## src/rtl/bp_packet_serializer.sv

```systemverilog
// BytePipe packet serializer: one structured packet in, command/address/data bytes out, LSB first.
module bp_packet_serializer #(
    parameter int unsigned ADDR_BYTES = 8
) (
    input  logic        i_clk,
    input  logic        i_rst,
    input  logic        i_valid,
    output logic        o_ready,
    input  logic [3:0]  i_repOnly_nBytes,
    input  logic        i_repNotReq,
    input  logic [63:0] i_data,
    input  logic [63:0] i_addr,
    input  logic        i_req_readNotWrite,
    input  logic        i_req_incrAddr,
    input  logic        i_req_prevAddr,
    input  logic [3:0]  i_req_nBytes,
    input  logic [1:0]  i_rep_resp,
    input  logic        i_rep_panic,
    input  logic [3:0]  i_rep_hint,
    output logic        o_valid,
    input  logic        i_ready,
    output logic [7:0]  o_data,
    output logic        o_last,
    output logic        o_error
);

    localparam logic [2:0] ADDR_LAST = 3'(ADDR_BYTES - 1);

    typedef enum logic [1:0] {ST_IDLE, ST_CMD, ST_ADDR, ST_DATA} state_t;

    state_t      state_q, state_d;
    logic [7:0]  cmd_q, cmd_d;
    logic [63:0] addr_q, data_q;
    logic        has_addr_q, has_addr_d;
    logic        has_data_q, has_data_d;
    logic [2:0]  data_last_q, data_last_d;
    logic [2:0]  cnt_q;
    logic        error_q;

    logic        accept;
    logic        pkt_ok;
    logic        byte_hs;
    logic [3:0]  nbytes;
    logic [1:0]  req_log2;

    // Decode the offered packet into command byte and sequencing flags
    always_comb begin
        nbytes      = i_repNotReq ? i_repOnly_nBytes : i_req_nBytes;
        pkt_ok      = (i_repNotReq && i_rep_panic) ||
                      (nbytes == 4'd1) || (nbytes == 4'd2) ||
                      (nbytes == 4'd4) || (nbytes == 4'd8);
        case (i_req_nBytes)
            4'd2:    req_log2 = 2'd1;
            4'd4:    req_log2 = 2'd2;
            4'd8:    req_log2 = 2'd3;
            default: req_log2 = 2'd0;
        endcase
        if (i_repNotReq) begin
            cmd_d = {1'b1, i_rep_resp, i_rep_panic, i_rep_hint};
        end else begin
            cmd_d = {1'b0, i_req_readNotWrite, i_req_incrAddr, i_req_prevAddr, 2'b00, req_log2};
        end
        has_addr_d  = !i_repNotReq && !i_req_prevAddr;
        has_data_d  = i_repNotReq ? !i_rep_panic : !i_req_readNotWrite;
        data_last_d = 3'(nbytes - 4'd1);
    end

    // Capture packet fields only on a valid accept so idle-time garbage never enters
    always_ff @(posedge i_clk) begin
        if (i_rst) begin
            cmd_q       <= 8'd0;
            addr_q      <= 64'd0;
            data_q      <= 64'd0;
            has_addr_q  <= 1'b0;
            has_data_q  <= 1'b0;
            data_last_q <= 3'd0;
            error_q     <= 1'b0;
        end else begin
            error_q <= accept && !pkt_ok;
            if (accept && pkt_ok) begin
                cmd_q       <= cmd_d;
                addr_q      <= i_addr;
                data_q      <= i_data;
                has_addr_q  <= has_addr_d;
                has_data_q  <= has_data_d;
                data_last_q <= data_last_d;
            end
        end
    end

    // State register
    always_ff @(posedge i_clk) begin
        if (i_rst) begin
            state_q <= ST_IDLE;
        end else begin
            state_q <= state_d;
        end
    end

    // Byte counter: cleared on every state change, advanced per byte handshake
    always_ff @(posedge i_clk) begin
        if (i_rst) begin
            cnt_q <= 3'd0;
        end else if (state_d != state_q) begin
            cnt_q <= 3'd0;
        end else if (byte_hs) begin
            cnt_q <= cnt_q + 3'd1;
        end
    end

    // Next-state: advance only on byte handshakes so stalls hold everything
    always_comb begin
        state_d = state_q;
        case (state_q)
            ST_IDLE: begin
                if (accept && pkt_ok) state_d = ST_CMD;
            end
            ST_CMD: begin
                if (byte_hs) begin
                    if (has_addr_q)      state_d = ST_ADDR;
                    else if (has_data_q) state_d = ST_DATA;
                    else                 state_d = ST_IDLE;
                end
            end
            ST_ADDR: begin
                if (byte_hs && (cnt_q == ADDR_LAST)) begin
                    state_d = has_data_q ? ST_DATA : ST_IDLE;
                end
            end
            ST_DATA: begin
                if (byte_hs && (cnt_q == data_last_q)) state_d = ST_IDLE;
            end
            default: state_d = ST_IDLE;
        endcase
    end

    // Outputs decoded from registered state only
    always_comb begin
        o_ready = (state_q == ST_IDLE) && !i_rst;
        o_valid = 1'b0;
        o_data  = 8'd0;
        o_last  = 1'b0;
        o_error = error_q;
        case (state_q)
            ST_CMD: begin
                o_valid = 1'b1;
                o_data  = cmd_q;
                o_last  = !has_addr_q && !has_data_q;
            end
            ST_ADDR: begin
                o_valid = 1'b1;
                o_data  = addr_q[{cnt_q, 3'b000} +: 8];
                o_last  = (cnt_q == ADDR_LAST) && !has_data_q;
            end
            ST_DATA: begin
                o_valid = 1'b1;
                o_data  = data_q[{cnt_q, 3'b000} +: 8];
                o_last  = (cnt_q == data_last_q);
            end
            default: ;
        endcase
    end

    assign accept  = i_valid && o_ready;
    assign byte_hs = o_valid && i_ready;

endmodule

```

## config.mk

```make
export PLATFORM = sky130hd
export DESIGN_NAME = bp_packet_serializer
export DESIGN_NICKNAME = d
export VERILOG_FILES = /design/src/rtl/bp_packet_serializer.sv
export SDC_FILE = /design/constraint.sdc
export NUM_CORES = 1
export LEC_CHECK = 0
export ABC_CLOCK_PERIOD_IN_PS = 3550
export CAP_MARGIN = 20
export CORE_MARGIN = 3
export CORE_UTILIZATION = 30
export CTS_CLUSTER_SIZE = 16
export DETAILED_ROUTE_END_ITERATION = 8
export PLACE_DENSITY_LB_ADDON = 0.08
export SYNTH_ARGS = -nofsm -noshare
export SYNTH_HDL_FRONTEND = slang
export SYNTH_SLANG_ARGS = --single-unit
```

## constraint.sdc

```tcl
create_clock -name i_clk -period 3.55 [get_ports i_clk]
set_input_delay 1.065 -clock i_clk [delete_from_list [all_inputs] [get_ports i_clk]]
set_output_delay 1.065 -clock i_clk [all_outputs]
set_load 0.01 [all_outputs]
```

Word level (Yosys, flattened, before mapping):

Cells that the tools add are included.

* add/sub/neg operators: 2
* equal/unequal tests: 13
* shifts and indexed selects: 2
* mux-type cells: 14
* reductions and logical operators: 26

Operators with widths (number)
* 64-bit by 7-bit indexed part select with 8-bit output: 2
* 8-bit one-hot mux with 3 select lines: 1
* 2-bit 2-to-1 mux: 6
* 1-bit logical AND: 11
* 4-bit by 2-bit equality test with 1-bit output (second input constant): 2
* 4-bit by 3-bit equality test with 1-bit output (second input constant): 2
* 4-bit equality test (second input constant): 2
* 1-bit logical NOT: 8
* 8-bit 2-to-1 mux: 1
* 2-bit one-hot mux with 4 select lines: 1
* 2-bit one-hot mux with 3 select lines: 1
* 2-bit equality test (second input constant): 2
* 4-bit by 1-bit equality test with 1-bit output (second input constant): 1
* 1-bit logical OR: 4
* 4-bit 2-to-1 mux: 1
* 3-bit by 1-bit adder with 3-bit output (second input constant): 1
* 3-bit equality test: 1
* 3-bit equality test (second input constant): 1
* 1-bit one-hot mux with 3 select lines: 1
* 3-bit OR reduction: 1
* 3-bit by 1-bit subtractor with 3-bit output (second input constant): 1
* 2-bit by 1-bit equality test with 1-bit output (second input constant): 1
* 2-bit logical NOT: 1
* 1-bit 2-to-1 mux: 2
* other kinds (2): 2

* flip-flop bits (word level): 147
* bits of input ports: 151
* output and inout port bits: 12

Depth between registers and ports, before layout:

Gate-level depths: netlist of the first run.

* depth after elaboration: 11
* mapped depth: 13

Worst setup path after synthesis of the first run:

OpenSTA, ideal clock, no wires.

* path kind: input -> register
* from: input i_repNotReq
* to: register data_q[58]
* arrival: 3131 ps
* data required time: 3418 ps
* setup slack: 287 ps
* stages on the path: 13
* path buffers: 5
* cells stage by stage: buf_2 buf_1 mux2i_1 inv_1 ha_1 nor2_1 o311ai_1 a22o_1 buf_4 buf_4 buf_4 nand3_1 a21oi_1

* cells in the longest elaborated chain, start to end: 7
* elaborated cells between the ends (all ways): 11
* classes of those cells: eq/ne (4); mux (1); reduce/logical (6)

RTL lines
* start, declared: RTL line 10 `input logic i_repNotReq,`
* 4-bit 2-to-1 mux: RTL line 48 `nbytes = i_repNotReq ? i_repOnly_nBytes : i_req_nBytes;`
* 4-bit by 1-bit equality test with 1-bit output: RTL line 50 `(nbytes == 4'd1) || (nbytes == 4'd2) ||`
* 1-bit logical OR: RTL line 49 `pkt_ok = (i_repNotReq && i_rep_panic) ||`
* 1-bit logical OR (2 in a row): RTL line 50
* 1-bit logical OR (*): RTL line 51 `(nbytes == 4'd4) || (nbytes == 4'd8);`
* 1-bit logical AND (*): RTL line 80 `if (accept && pkt_ok) begin`
* end signal, assigned: RTL line 83 `data_q <= i_data;`
* end, declared: RTL line 33 `logic [63:0] addr_q, data_q;`

Every way passes the cells marked *; elsewhere a longest branch is shown, timed or not.
A chain may end at the register's enable or synchronous reset.

Worst setup path in the final report of the first run:

* from: register state_q[1]
* to: output o_data[4]

* cells in the longest elaborated chain, start to end: 2
* elaborated cells between the ends (all ways): 4
* classes of those cells: eq/ne (3); mux (1)

RTL lines
* start, declared: RTL line 31 `state_t state_q, state_d;`
* start signal, assigned: RTL line 96 `state_q <= state_d;`
* 2-bit equality test / 2-bit by 1-bit equality test with 1-bit output (equally long branches): RTL line 144 `case (state_q)`
* 8-bit one-hot mux with 3 select lines (*): RTL line 144
* end, declared: RTL line 22 `output logic [7:0] o_data,`

Marks and branches as above.

==> results of run 1 <==
-- state kept, by name, indices dropped and copies added, names as in the netlist --
register and flops:
cmd_q 8, cnt_q 3, data_last_q 3, has_data_q 1, o_error 1, state_q 2, data_q 64, addr_q 64
has_addr_q 1
-- final cells by class --
cell class                      instances  area (sq um)
Clock buffer                           20           447
Sequential cell                       147          2950
Tap cell                              319           399
Multi-Input combinational cell        569          3850
Timing Repair Buffer                  208          2210
Inverter                               10          37.5
Clock inverter                         12           133
Fill cell                            2399         13500
-- worst min path at each step --
stage          slack (ns)               startpoint                      end
3_5_place_dp         0.47  data_q[47]$_SDFFE_PP0P_  data_q[47]$_SDFFE_PP0P_
2_1_floorplan        0.45    cmd_q[2]$_SDFFE_PP0P_    cmd_q[2]$_SDFFE_PP0P_
6_report             0.47  data_q[40]$_SDFFE_PP0P_  data_q[40]$_SDFFE_PP0P_
3_3_place_gp         0.46  data_q[20]$_SDFFE_PP0P_  data_q[20]$_SDFFE_PP0P_
4_1_cts              0.47  data_q[47]$_SDFFE_PP0P_  data_q[47]$_SDFFE_PP0P_
5_1_grt              0.49  addr_q[56]$_SDFFE_PP0P_  addr_q[56]$_SDFFE_PP0P_
-- cell families (layout without fill, tap and decap cells) --
| family | after synthesis | count (layout) | share of synthesized area |
|---|---|---|---|
| buffers and inverters | 103 | 250 | 0.0685 |
| adder cells (fa/ha/maj) | 10 | 10 | 0.0174 |
| AND/OR/NAND/NOR | 170 | 170 | 0.120 |
| flip-flops | 147 | 147 | 0.409 |
| XOR/XNOR | 8 | 8 | 0.00974 |
| AO/OA/AOI/OAI | 323 | 323 | 0.238 |
| multiplexers | 58 | 58 | 0.136 |
-- repair_timing --
item | 4_1_cts | 5_1_grt
setup endpoints to repair | 8 | 5
hold buffers | 0 | 0
resized for setup | 24 | 8
cloned | 0 | 2
pin swaps | 0 | 2
setup buffers | 3 | 7
-- power by group through the flow --
| stage | clock network (W) | logic [W] | registers [W] |
|---|---|---|---|
| after floorplan | 0 | 0.000979 | 0.00187 |
| after global routing | 0.00188 | 0.00190 | 0.00187 |
| after detailed placement | 0 | 0.00162 | 0.00189 |
| final | 0.00177 | 0.00174 | 0.00186 |
| after CTS | 0.00180 | 0.00166 | 0.00186 |
| after global placement | 0 | 0.00163 | 0.00188 |
-- layer usage --
metal  GRT usage  vias to the layer above
met1       0.272                     3209
met4      0.0473                        0
met2       0.275                      183
met5           0                        -
met3      0.0384                       28
li1            -                     3303
-- metrics by stage --
stage	power (W)	hold slack (ns)	worst slack, ns
6_report	0.00537	0.472	0.0251
5_1_grt	0.00566	0.493	-0.0391
4_1_cts	0.00533	0.474	-0.116
3_5_place_dp	0.00351	0.465	-0.0672
3_3_place_gp	0.00351	0.458	0.0334
2_1_floorplan	0.00285	0.451	0.287
-- worst min-delay path: cells and delay by family (launching register included) --
family,cells,cell delay (ns)
AO/OA/AOI/OAI,2,0.12
flip-flops,1,0.30
-- placed cells by master (no fill, tap or decap), drive strengths merged, types with 2 or more instances in the layout --
| master | Yosys | final |
|---|---|---|
| nand3b | 2 | 2 |
| nor4 | 2 | 2 |
| a31oi | 2 | 2 |
| a211oi | 7 | 7 |
| xor2 | 4 | 4 |
| nor2b | 2 | 2 |
| xnor2 | 4 | 4 |
| nand3 | 132 | 132 |
| clkbuf | 46 | 22 |
| nand4 | 4 | 4 |
| o21ai | 139 | 139 |
| clkinvlp | 0 | 3 |
| ha | 10 | 10 |
| dfxtp | 147 | 147 |
| clkinv | 0 | 6 |
| dlymetal6s2s | 0 | 2 |
| dlygate4sd2 | 0 | 4 |
| buf | 47 | 46 |
| a21oi | 147 | 147 |
| clkdlybuf4s50 | 0 | 152 |
| mux2i | 26 | 26 |
| a21o | 8 | 8 |
| clkdlybuf4s15 | 0 | 2 |
| o22ai | 8 | 8 |
| a2111oi | 2 | 2 |
| bufinv | 0 | 2 |
| nor2 | 8 | 8 |
| mux4 | 32 | 32 |
| inv | 10 | 11 |
| nand2 | 9 | 9 |
| nor3 | 4 | 4 |
==> reports/qor.yml, run 1 <==
status: "complete, no violations"
wl_met3_microns: 1180
hold_viol: 0
dpl_cell_area_sq_mm: 0.00921
tns_ns: 0
antenna_found_initial: 0
cp-startpoint: "state_q[1]$_SDFF_PP0_"
layout-drive-gt1-share: 0.137
path_depth: 8
fmax_ghz: 0.284
start_util: 0.306
critPathLaunchType: "flop"
wl_met1_microns: 12200
cp.required_ns: 2.48
cp_top_family: "buffers and inverters"
routedWlPerCell_microns: 19.0
ys_types: 47
drt-initial-drc-count: 492
clk_latency_ns: 0.42
relSlewSlack: 0.539
grt_overflow: 0
period_minus_slack_ns: 3.52
synth_top_flop_cell: "dfxtp_1"
synth_edf_count: 0
cp_data_arrival_time_ns: 2.46
top_layer_used: "met4"
syn2layout_area_growth_pct: 39.5
rr_worst_depth: 9
port_buffers: 162
clk_pin_slew_ns: 0.06
yosysSeqAreaShare: 0.409
fp.dieH_microns: 161
syn_nets: 980
ant_nets: 0
report.final.slew_viol_count: 0
ir_drop_mv: 0.278
grt_max_degree: 145
ios: 163
drt-vias-per-instance: 5.23
core_sq_mm: 0.0235
grt_pass1_vias: 6845
nNetsFinal: 1114
fin_util: 0.426
wirelength_microns: 24400
netSwitchingPower_w: 0.00174
ys_top_cells_by_count: "a21oi_1 (147), dfxtp_1 (147), nand3_1 (132), o21ai_0 (126), clkbuf_1 (46)"
syn_area_sq_mm: 0.00719
drc: 0
htreeDepth: 4
firstDrtPassIters: 4
p_seq_frac: 0.346
worst_pin_slew_ns: 0.692
rsz0062_at_grt: "yes"
worstSetupEndpointType: "output pin"
p_comb_frac: 0.324
r2r_start: "state_q[1]$_SDFF_PP0_"
wl_met2_microns: 10700
worstPathCellList: "ha_4, buf_12, clkbuf_16, mux4_2, mux2i_1, o22ai_1, a21o_1, dlygate4sd2_1"
synthCells: 819
synth_top_area_share: 0.409
fin_area_sq_mm: 0.0100
grt_pass1_wl_microns: 38200
cts_tree: "yes"
die-area_sq_mm: 0.0259
fin_cells: 1285
synth_area_per_cell_sq_um: 8.78
r2r_setup_slack_ns: 1.20
power.internal_w: 0.00363
crit_type: "flop to output pin"
die_w_microns: 161
dr_total_vias: 6723
crit_slowest_cell: "dfxtp_2"
max_cap_violations: 0
rr_endpoint: "data_q[32]$_SDFFE_PP0P_"
endpoint: "o_data[4]"
worstHoldPathType: "flop to flop"
synth_top_cell_by_area: "dfxtp_1"
ys_async_sr_fraction: 0
skew_ns: 0.00772
setup_viol: 0
finalCritPeriodShare: 0.993
p_clk_frac: 0.330
n_antenna_cell: 0
cts.sinks: 147
ys_seq_elements: 147
slowest_delay_ns: 0.36
path_buf_inv: 3
cts_made_buffers: 17
fp-row-count: 56
dpl.cell_count: 1241
p_sw_frac: 0.324
synth_area_leaders: "dfxtp_1 (41%), a21oi_1 (10%), mux4_2 (10%)"
critical_path_peak_fanout: 10
cts_buffer_depth: 2
power.leakage_nw: 3.41
globalplace.congestion: 0.818
yosys_warnings: 0
clockRootBuffer: "clkbuf_16"
powerDensity_mw_per_mm2: 536
hold_depth: 2
dp_hpwl_microns: 16500
track_usage: 0.185
Power figures use the tool's default switching activity.
==> inputs of run 2 (changes only) <==
CTS_CLUSTER_DIAMETER = 120   (was default)
==> results of run 2 <==
Same layout as run 1: the final DEF is identical, and so are final timing and power.
==> inputs of run 3 (changes only) <==
CTS_CLUSTER_SIZE = default   (was 16)
==> results of run 3 <==
Same layout as run 1: the final DEF is identical, and so are final timing and power.
